`config.mk`:
```
export PLATFORM = sky130hd
export DESIGN_NAME = parallel_scrambler
export DESIGN_NICKNAME = d
export VERILOG_FILES = /design/src/rtl/scrambler_pkg.sv /design/src/rtl/scrambler_bit_step.sv /design/src/rtl/parallel_scrambler.sv
export SDC_FILE = /design/constraint.sdc
export NUM_CORES = 1
export LEC_CHECK = 0
export CAP_MARGIN = 10
export CORE_UTILIZATION = 48
export DETAILED_ROUTE_END_ITERATION = 10
export GPL_TIMING_DRIVEN = 1
export MAX_ROUTING_LAYER = met4
export PLACE_DENSITY = 0.83
export SYNTH_ARGS = -nofsm -noshare
export SYNTH_HDL_FRONTEND = slang
export SYNTH_SLANG_ARGS = --single-unit
```
`constraint.sdc`:
```
create_clock -name Clock -period 4.6 [get_ports Clock]
set_input_delay 0.92 -clock Clock [delete_from_list [all_inputs] [get_ports Clock]]
set_output_delay 0.92 -clock Clock [all_outputs]
set_load 0.01 [all_outputs]
```
`src/rtl/scrambler_pkg.sv`:
```
// scrambler_pkg: shared LFSR constants and FSM state type for the x^7+x^4+1 scrambler.
package scrambler_pkg;
  localparam int LFSR_W = 7;
  localparam int TAP_HI = 7;
  localparam int TAP_LO = 4;
  localparam logic [LFSR_W-1:0] DEFAULT_SEED = 7'h7F;
  typedef enum logic {RUN, RECOVER} state_e;
endpackage

```
`src/rtl/scrambler_bit_step.sv`:
```
// scrambler_bit_step: one serial step of the additive scrambler, or a direct seed-recovery shift.
module scrambler_bit_step
  import scrambler_pkg::*;
(
  input  logic [LFSR_W-1:0] i_state,
  input  logic              i_din,
  input  logic              i_recover,
  output logic [LFSR_W-1:0] o_state,
  output logic              o_dout
);
  logic w_fb;
  assign w_fb    = i_state[TAP_HI-1] ^ i_state[TAP_LO-1];
  assign o_state = {i_state[LFSR_W-2:0], i_recover ? i_din : w_fb};
  assign o_dout  = !i_recover && (w_fb ^ i_din);
endmodule

```
`src/rtl/parallel_scrambler.sv`:
```
// parallel_scrambler: DATA_W-bit-per-beat x^7+x^4+1 additive scrambler with one-deep output register.
// Define SCRAMBLER_SEED_RECOVERY_EN to build the descrambler seed-recovery FSM.
module parallel_scrambler
  import scrambler_pkg::*;
#(
  parameter int                DATA_W     = 8,
  parameter logic [LFSR_W-1:0] INIT_STATE = DEFAULT_SEED
) (
  input  logic              Clock,
  input  logic              Reset,
  input  logic              seed_load,
  input  logic [LFSR_W-1:0] seed_value,
  input  logic              recover_mode,
  input  logic              in_valid,
  output logic              in_ready,
  input  logic [DATA_W-1:0] in_data,
  input  logic              in_sof,
  output logic              out_valid,
  input  logic              out_ready,
  output logic [DATA_W-1:0] out_data,
  output logic              out_sof,
  output logic              seed_err,
  output logic              recover_done,
  output logic [LFSR_W-1:0] lfsr_state
);
  if (INIT_STATE == '0) begin : g_bad_init
    $error("parallel_scrambler: INIT_STATE must be nonzero");
  end
  if (DATA_W < 1 || DATA_W > 32) begin : g_bad_width
    $error("parallel_scrambler: DATA_W must be 1..32");
  end

  logic [LFSR_W-1:0] r_lfsr;
  logic [DATA_W-1:0] r_data;
  logic              r_valid, r_sof, r_seed_err;
  logic              w_accept;
  logic [LFSR_W-1:0] w_seed, w_start;
  logic [LFSR_W-1:0] w_chain [DATA_W+1];
  logic [DATA_W-1:0] w_dout, w_rec;

  assign in_ready   = !r_valid || out_ready;
  assign w_accept   = in_valid && in_ready;
  assign w_seed     = seed_value == '0 ? DEFAULT_SEED : seed_value;
  // A seed load in the same cycle as a beat seeds that beat's bit chain.
  assign w_start    = seed_load ? w_seed : r_lfsr;
  assign w_chain[0] = w_start;

  for (genvar i = 0; i < DATA_W; i++) begin : g_step
    scrambler_bit_step u_step (
      .i_state  (w_chain[i]),
      .i_din    (in_data[i]),
      .i_recover(w_rec[i]),
      .o_state  (w_chain[i+1]),
      .o_dout   (w_dout[i])
    );
  end

  always_ff @(posedge Clock or posedge Reset) begin
    if (Reset) begin
      r_lfsr     <= INIT_STATE;
      r_valid    <= 1'b0;
      r_data     <= '0;
      r_sof      <= 1'b0;
      r_seed_err <= 1'b0;
    end else begin
      r_seed_err <= seed_load && seed_value == '0;
      r_lfsr     <= w_accept ? w_chain[DATA_W] : w_start;
      if (w_accept) begin
        r_valid <= 1'b1;
        r_data  <= w_dout;
        r_sof   <= in_sof;
      end else if (out_ready) begin
        r_valid <= 1'b0;
      end
    end
  end

`ifdef SCRAMBLER_SEED_RECOVERY_EN
  state_e      r_state;
  logic [2:0]  r_cnt;
  logic        r_rec_done, w_restart, w_rec_on, w_rec_end;
  logic [5:0]  w_cnt0, w_cnt_next;

  assign w_restart  = w_accept && in_sof && recover_mode && !seed_load;
  assign w_rec_on   = w_restart || (r_state == RECOVER && !seed_load);
  assign w_cnt0     = w_restart ? 6'd0 : {3'b000, r_cnt};
  assign w_cnt_next = w_cnt0 + 6'(DATA_W);
  assign w_rec_end  = w_cnt_next >= 6'd7;

  // Only the first 7 bits since the recovering in_sof bypass feedback.
  for (genvar i = 0; i < DATA_W; i++) begin : g_rec
    assign w_rec[i] = w_rec_on && (w_cnt0 + 6'(i) < 6'd7);
  end

  always_ff @(posedge Clock or posedge Reset) begin
    if (Reset) begin
      r_state    <= RUN;
      r_cnt      <= '0;
      r_rec_done <= 1'b0;
    end else begin
      r_rec_done <= w_accept && w_rec_on && w_rec_end;
      if (seed_load) begin
        r_state <= RUN;
        r_cnt   <= '0;
      end else if (w_accept && w_rec_on) begin
        r_state <= w_rec_end ? RUN : RECOVER;
        r_cnt   <= w_rec_end ? 3'd0 : w_cnt_next[2:0];
      end
    end
  end

  assign recover_done = r_rec_done;
`else
  logic w_unused;
  assign w_unused     = recover_mode;
  assign w_rec        = '0;
  assign recover_done = 1'b0;
`endif

  assign out_valid  = r_valid;
  assign out_data   = r_data;
  assign out_sof    = r_sof;
  assign seed_err   = r_seed_err;
  assign lfsr_state = r_lfsr;
endmodule

```
==> out/metrics.cfg, run 1 <==
[synthesis]
synth_compound_area_share_pct=11.7
ys_ff_latch=18
avgSynthCellArea_um2=10.5
synth_adder_area_share_pct=0
yosysTopAreaCell=dfrtp_1
synth_commonest_cells=xnor2_1, dfrtp_1, mux2i_1, nand2_1
synth-edff-count=0
synth_mux_area_share_pct=11.7
synth_cell_types=24
syn_area_mm2=0.00123
syn-num-nets=139
synth.top_cell.area_share_pct=22.4
ys_warn_count=0
synthArstFlopShare_pct=100
synth-simple-area-share_pct=12.0
synth.most_common_cell=xnor2_1
ys.flop_type=dfrtp_1
synth_xor_area_share_pct=21.0
netlist_top_cells_area=dfrtp_1, dfstp_2, xnor3_1
synthCells=117
yosysSeqAreaShare_pct=37.4
synth_top_family_by_area=XOR/XNOR gates

[timing]
tns_ps=0
rsz0062_at_grt=false
period_share_pct=69.6
period_needed_ps=3200
finalClockSkew_ps=7.57
drv_slew=0
relSlewSlack_pct=46.5
setup_violations=0
finalHoldViolCount=0
fmax_ghz=0.312
worstMarginPinSlew_ps=801

[clocking]
cts_resized=0
postCtsSetupBuffers=0
h-tree-depth=1
cts.sinks=18
cts_tree=built
cts-root-buf=clkbuf_4
insertion_delay_ps=300
cts.path.max_buffers=2
tritoncts.num_buffers=3
postCtsHoldBufs=0
clk_pin_slew_ps=100

[critical_path]
startpoint_type=input port
startpoint=out_ready
crit_arrival_ps=2280
regToRegSetupSlack_ps=2650
critPathKind=input port to primary output
cp-end-kind=primary output
timing.rr.start=lfsr_state[4]
worst_r2r_path_depth=4
cp_max_fo=8
reg2reg_to=out_data[6]
required_ps=3680

[power_and_ir_drop]
ir_drop_v=0.000274
p_per_area_mw_per_mm2=373
leakage_nw=0.728

[place]
io_buffers=39
gp_congestion=0.772
dp_hpwl_um=2010

[floorplan]
num_rows=17
ioPinCount=42
start_util_pct=52.9
fp.dieH_um=52.5
die_w_um=52.5
die_area_mm2=0.00276
core_area_mm2=0.00232

[global_routing]
grt_pass1_vias=1002
grt_pass1_wl_um=4500
antenna_found_initial=0
grt.total_usage_pct=23.5
overflow=0
grt_max_degree=26

[cells_and_area]
drive_gt1_share_pct=11.8
num_antenna_cells=0
post-route-util_pct=71.2
syn_to_final_growth_pct=34.7
finalNetCount=176

[worst_hold_path]
min_delay_path_depth=2
hold_path.class=flop to flop
min_to=out_sof
hold_start=out_sof

[drt]
first_iter_violations=6
vias_per_cell=5.44
drt_pass1_iterations=4
totalWireLength_um=2750
via_count=984
antenna_left=0
wire_per_inst_um=15.2
drc=0

[status]
status=completed

[flow_run]
max-cap-violations=0

-- flip-flops by register name (all words and copies together) (netlist names) --
signal and flops:
lfsr_state 7, seed_err 1, out_data 8, out_sof 1
out_valid 1
-- how the worst max path moves through the flow --
stage / to / cells after the start / slack (ps)
after floorplan: out_data[5] / 5 / 2310
after global placement: in_ready / 4 / 1420
after detailed placement: in_ready / 4 / 1390
after CTS: in_ready / 4 / 1380
after global routing: in_ready / 4 / 1290
final: in_ready / 4 / 1400
-- worst max-delay path, stage by stage --
cell and delay, ps:
clkdlybuf4s50_1 390, nor2b_1 390, inv_2 80, clkdlybuf4s50_1 490
-- stage by stage --
| step | setup WS (ps) | cell area, um^2 | total power, mW | instances | hold WS, ps |
|---|---|---|---|---|---|
| floorplan | 2310 | 1230 | 0.399 | 117 | 514 |
| global placement | 1420 | 1620 | 0.508 | 177 | 463 |
| detailed placement | 1390 | 1620 | 0.517 | 177 | 475 |
| CTS | 1380 | 1650 | 0.621 | 181 | 502 |
| global route | 1290 | 1650 | 0.650 | 181 | 531 |
| finish | 1400 | 1650 | 0.615 | 181 | 495 |
-- power by group --
group	switching, mW	internal (mW)
logic	0.107	0.169
registers	0.0332	0.204
clock network	0.0531	0.0483
total	0.193	0.422
-- layout by cell type (no fill, tap or decap), types with 4 or more instances in the layout --
| cell | Yosys | routed |
|---|---|---|
| xnor3_1 | 6 | 6 |
| clkdlybuf4s50_1 | 0 | 39 |
| inv_1 | 6 | 6 |
| nand2_1 | 11 | 11 |
| o21ai_1 | 8 | 8 |
| a31oi_1 | 4 | 4 |
| xnor2_1 | 13 | 13 |
| mux2i_1 | 11 | 11 |
| dfrtp_1 | 11 | 11 |
| nor2_1 | 8 | 8 |
| dfstp_2 | 7 | 7 |
| nor2b_1 | 4 | 4 |
-- cells by family after synthesis --
| logic type | Yosys count |
|---|---|
| AO/OA/AOI/OAI | 21 |
| XOR/XNOR | 20 |
| buffers and inverters | 15 |
| flip-flops | 18 |
| multiplexers | 14 |
| other | 1 |
| AND/OR/NAND/NOR | 28 |
-- final cells by class --
cell class	count	area [um^2]
clock buffer	4	36.3
timing repair buffer	40	398
multi-input combinational	84	697
sequential	18	459
inverter	7	26.3
fill	175	667
tap	28	35.0
-- metal layers --
layer / routed length, um / track usage (%) / vias to the layer above
met1: 1200 / 25.7 / 480
met3: 108 / 3.77 / 2
li1: - / - / 475
met2: 1430 / 42.6 / 27
met4: 15 / 8.33 / 0
met5: 0 / - / -
Power figures use the tool's default switching activity.
==> inputs of run 2 (changes only) <==
--- a/config.mk
+++ b/config.mk
@@ -6,11 +6,11 @@
 export NUM_CORES = 1
 export LEC_CHECK = 0
 export CAP_MARGIN = 10
-export CORE_UTILIZATION = 48
+export CORE_UTILIZATION = 45
 export DETAILED_ROUTE_END_ITERATION = 10
 export GPL_TIMING_DRIVEN = 1
 export MAX_ROUTING_LAYER = met4
-export PLACE_DENSITY = 0.83
+export PLACE_DENSITY = 0.78
 export SYNTH_ARGS = -nofsm -noshare
 export SYNTH_HDL_FRONTEND = slang
 export SYNTH_SLANG_ARGS = --single-unit
==> constraint.sdc (replaced) <==
create_clock -name Clock -period 3.2 [get_ports Clock]
set_input_delay 0.64 -clock Clock [delete_from_list [all_inputs] [get_ports Clock]]
set_output_delay 0.64 -clock Clock [all_outputs]
set_load 0.01 [all_outputs]
==> out/metrics.cfg, run 2 (synthesized netlist as in run 1, its figures left out) <==
[status]
status=completed

[clocking]
cts.sinks=18  ; unchanged
cts-root-buf=clkbuf_4
tritoncts.num_buffers=3  ; unchanged
postCtsHoldBufs=0  ; unchanged
clk_pin_slew_ps=110  ; about the same
cts.path.max_buffers=2  ; unchanged
insertion_delay_ps=300  ; about the same
h-tree-depth=1  ; unchanged
cts_tree=built
cts_resized=0  ; unchanged
postCtsSetupBuffers=0  ; unchanged

[place]
dpl.cell_count=181  ; +2.3%
io_buffers=39  ; unchanged
dp_slack_ps=525  ; -866 ps
gp_congestion=0.825  ; +6.9%
dp_hpwl_um=2090  ; +4.2%

[drt]
first_iter_violations=5  ; -1
vias_per_cell=5.36  ; -1.4%
wire_per_inst_um=14.9  ; -1.6%
via_count=992  ; +0.81%
antenna_left=0  ; unchanged
drt_pass1_iterations=4  ; unchanged
drc=0  ; unchanged
totalWireLength_um=2770  ; +0.58%

[floorplan]
num_rows=18  ; +1
ioPinCount=42  ; unchanged
die_w_um=54.2  ; +3.2%
core_area_mm2=0.00252  ; +8.8%
start_util_pct=48.6  ; -4.3 points
die_area_mm2=0.00294  ; +6.4%
fp.dieH_um=54.2  ; +3.2%

[global_routing]
grt_max_degree=19  ; -27%
overflow=0  ; unchanged
antenna_found_initial=0  ; unchanged
grt_pass1_wl_um=4550  ; +1.2%
grt.total_usage_pct=22.4  ; -1.1 points
grt_pass1_vias=1045  ; +4.3%

[critical_path]
cpMostUsedCell=clkdlybuf4s50_1
cp_max_fo=8  ; unchanged
required_ps=2560  ; -1120 ps
critPathKind=input port to primary output
timing.rr.start=lfsr_state[4]
crit_buf_inv=4  ; +1
startpoint=out_ready
crit_arrival_ps=1880  ; -400 ps
cp-end-kind=primary output
regToRegSetupSlack_ps=1280  ; -1370 ps
path_cells=clkdlybuf4s50_1 > nor2b_1 > buf_4 > inv_2 > clkdlybuf4s50_1
startpoint_type=input port
critical_path.top_delay_family=buffers and inverters
slowest_delay_ps=530  ; +40 ps
crit_slowest_cell=clkdlybuf4s50_1

[timing]
relSlewSlack_pct=54.0  ; +7.5 points
tns_ps=0  ; unchanged
worstMarginPinSlew_ps=690  ; -111 ps
period_share_pct=78.6
finalClockSkew_ps=2.35  ; -5.21 ps
finalWorstSetupSlack_ps=684  ; -715 ps
fmax_ghz=0.397
rsz0062_at_grt=false
drv_slew=0  ; unchanged
setup_violations=0  ; unchanged
period_needed_ps=2520
finalHoldViolCount=0  ; unchanged

[cells_and_area]
largest_register_ff_count=8  ; unchanged
final_common_cell=clkdlybuf4s50_1
num_antenna_cells=0  ; unchanged
syn_to_final_growth_pct=36.1
instances_no_fill=185  ; +2.2%
finalNetCount=178  ; +1.1%
layout_common_cells=clkdlybuf4s50_1, xnor2_1, nand2_1, mux2i_1, dfrtp_1
drive_gt1_share_pct=12.9  ; +1.1 points

[power_and_ir_drop]
ir_drop_v=0.000339  ; +24%
p_per_area_mw_per_mm2=531  ; +43%
leakage_nw=0.738  ; +1.3%

[worst_hold_path]
hold_start=out_data[2]
hold_path.class=flop to flop

[flow_run]
max-cap-violations=0  ; unchanged

==> run 2: changes by cell type in the layout (fill, tap and decap cells not counted), sizes merged <==
cell  before  now
buf        1    3
==> run 2: area by class of cell <==
type | count | area [um^2]
Timing Repair Buffer | 42 | 413
Multi-Input combinational cell | 84 | 697
Fill cell | 219 | 853
Sequential cell | 18 | 459
Clock buffer | 4 | 36.3
Tap cell | 30 | 37.5
Inverter | 7 | 26.3
==> run 2: where the power goes <==
group | internal (mW) | switching (mW)
registers | 0.293 | 0.0463
logic | 0.246 | 0.155
clock network | 0.0694 | 0.0770
==> run 2: metal layers <==
layer | up-vias | track usage [%] | wire length, um
li1 | 480 | - | -
met5 | - | - | 0
met4 | 0 | 6.84 | 45
met2 | 30 | 38.8 | 1350
met1 | 477 | 26.4 | 1240
met3 | 5 | 3.39 | 129
==> run 2: final timing paths <==
kind | cells after the start | to
hold / removal | 2 | out_data[2]
max in group asynchronous | 2 | out_sof
hold reg to reg | 2 | out_data[2]
min in group asynchronous | 2 | out_data[0]
setup reg to reg | 4 | out_data[6]
setup / recovery | 5 | in_ready
==> run 2: worst register-to-register path, cell delays in order, from the launching register on <==
cell and delay [ps]:
dfstp_2 580, xnor3_1 390, mux2i_1 220, mux2_2 370, a221o_1 260
==> run 2: through the flow <==
step                instance area, um^2  total power [mW]  utilization (%)  hold slack (ps)
CTS                                1670             0.896             66.2              503
finish                             1670             0.886             66.2              497
global route                       1670             0.940             66.2              537
detailed placement                 1630             0.745             64.7              475
global placement                   1630             0.733             64.7              466
floorplan                          1230             0.573                -              514
==> inputs of run 3 (changes only) <==
==> constraint.sdc (replaced) <==
create_clock -name Clock -period 2.55 [get_ports Clock]
set_input_delay 0.51 -clock Clock [delete_from_list [all_inputs] [get_ports Clock]]
set_output_delay 0.51 -clock Clock [all_outputs]
set_load 0.01 [all_outputs]
==> out/metrics.cfg, run 3 (synthesized netlist as in run 1, its figures left out) <==
[status]
status=completed

[global_routing]
grt_pass1_vias=1031  ; -1.3%
grt.total_usage_pct=21.4  ; -1.0 points
overflow=0  ; unchanged
antenna_found_initial=0  ; unchanged
grt_pass1_wl_um=4400  ; -3.3%
grt_max_degree=19  ; unchanged

[drt]
vias_per_cell=5.29  ; -1.3%
totalWireLength_um=2640  ; -4.7%
antenna_left=0  ; unchanged
first_iter_violations=6  ; +1
drt_pass1_iterations=4  ; unchanged
via_count=1011  ; +1.9%
wire_per_inst_um=13.8  ; -7.7%
drc=0  ; unchanged

[timing]
hold_slack_ps=480  ; -16.3 ps
period_needed_ps=2160
fmax_ghz=0.463
finalClockSkew_ps=1.13  ; -1.22 ps
period_share_pct=84.8
relSlewSlack_pct=54.0  ; +0.082 points
setup_violations=0  ; unchanged
tns_ps=0  ; unchanged
rsz0062_at_grt=false
worstMarginPinSlew_ps=689  ; -1.23 ps
finalHoldViolCount=0  ; unchanged
drv_slew=0  ; unchanged

[floorplan]
ioPinCount=42  ; unchanged
num_rows=18  ; unchanged
start_util_pct=48.6  ; unchanged
die_area_mm2=0.00294  ; unchanged
core_area_mm2=0.00252  ; unchanged
fp.dieH_um=54.2  ; unchanged
die_w_um=54.2  ; unchanged

[critical_path]
startpoint_type=input port
timing.rr.start=lfsr_state[4]
required_ps=2730  ; +170 ps
critPathKind=input port to flop
cp-end-kind=flop
cp_max_fo=5  ; -3
regToRegSetupSlack_ps=590  ; -690 ps
worst_r2r_path_depth=4  ; unchanged
reg2reg_to=out_data[6]
crit_arrival_ps=2340  ; +460 ps

[clocking]
cts.path.max_buffers=2  ; unchanged
cts_resized=0  ; unchanged
postCtsHoldBufs=0  ; unchanged
postCtsSetupBuffers=0  ; unchanged
cts-root-buf=clkbuf_4
h-tree-depth=1  ; unchanged
cts.sinks=18  ; unchanged
cts_tree=built
tritoncts.num_buffers=3  ; unchanged
insertion_delay_ps=280  ; -20 ps
clk_pin_slew_ps=100  ; about the same

[power_and_ir_drop]
p_int_uw=769  ; +26%
p_sw_share_pct=30.5  ; -0.87 points
leakage_nw=0.767  ; +3.9%
pwr-share-clk_pct=15.6  ; -0.9 points
p_comb_share_pct=46.0  ; +0.8 points
ir_drop_v=0.000466  ; +38%
p_sw_uw=337  ; +21%
p_per_area_mw_per_mm2=645  ; +22%
p_seq_share_pct=38.4  ; about the same

[cells_and_area]
finalNetCount=184  ; +3.4%
num_antenna_cells=0  ; unchanged
drive_gt1_share_pct=16.1  ; +3.2 points
final.fill_count=214  ; -2.3%
layout_common_cells=clkdlybuf4s50_1, xnor2_1, nand2_1, mux2i_1, dfrtp_1
final_common_cell=clkdlybuf4s50_1
post-route-util_pct=68.0  ; +1.8 points
syn_to_final_growth_pct=39.8
largest_register_ff_count=8  ; unchanged

[place]
io_buffers=39  ; unchanged
gp_congestion=0.833  ; +0.95%
dp_hpwl_um=2080  ; -0.83%

[worst_hold_path]
hold_path.class=flop to flop
min_to=out_sof
hold_start=out_sof
min_delay_path_depth=2  ; unchanged

[flow_run]
max-cap-violations=0  ; unchanged

## run 3: changes by cell type in the layout (fill, tap and decap cells not counted)
| cell | previous run | this run |
|---|---|---|
| buf_4 | 3 | 9 |
## run 3: worst max-delay path by stage
stage / start / endpoint / slack, ps / cells past startpoint
after floorplan: seed_value[1] / out_data[5] / 670 / 5
after global placement: seed_value[1] / out_data[6] / 130 / 5
after detailed placement: seed_value[2] / out_data[4] / 100 / 5
after CTS: seed_value[3] / out_data[4] / 390 / 5
after global routing: seed_value[3] / out_data[4] / 330 / 5
final: seed_value[2] / out_data[4] / 390 / 5
## run 3: routing by layer
layer / track usage, % / up-vias / wire [um]
met5: - / - / 0
met3: 2.82 / 0 / 131
met4: 3.85 / 0 / 0
li1: - / 494 / -
met1: 26.5 / 488 / 1180
met2: 37.2 / 29 / 1330
## run 3: worst max-delay path, stage by stage
cell	delay [ps]
clkdlybuf4s50_1	630
xnor3_1	360
mux2i_1	220
mux2_2	360
a221o_1	260
## run 3: stage by stage
stage,setup WS (ps),power (mW),cells,area (um^2)
after floorplan,674,0.719,117,1230
after global placement,128,0.928,187,1680
after detailed placement,97.2,0.942,187,1680
after CTS,394,1.12,191,1710
after global routing,333,1.18,191,1710
final,389,1.11,191,1710
## run 3: area by class of cell
| class | instances | area [um^2] | area share, % |
|---|---|---|---|
| timing repair buffer | 48 | 458 | 26.7 |
| sequential | 18 | 459 | 26.8 |
| inverter | 7 | 26.3 | 1.53 |
| clock buffer | 4 | 36.3 | 2.12 |
| tap | 30 | 37.5 | 2.19 |
| multi-input combinational | 84 | 697 | 40.7 |
## run 3: power groups by stage
stage,clock (mW),combinational (mW),sequential [mW]
after floorplan,0,0.264,0.455
after global placement,0,0.500,0.428
after detailed placement,0,0.510,0.431
after CTS,0.179,0.514,0.426
after global routing,0.194,0.556,0.433
final,0.173,0.508,0.425
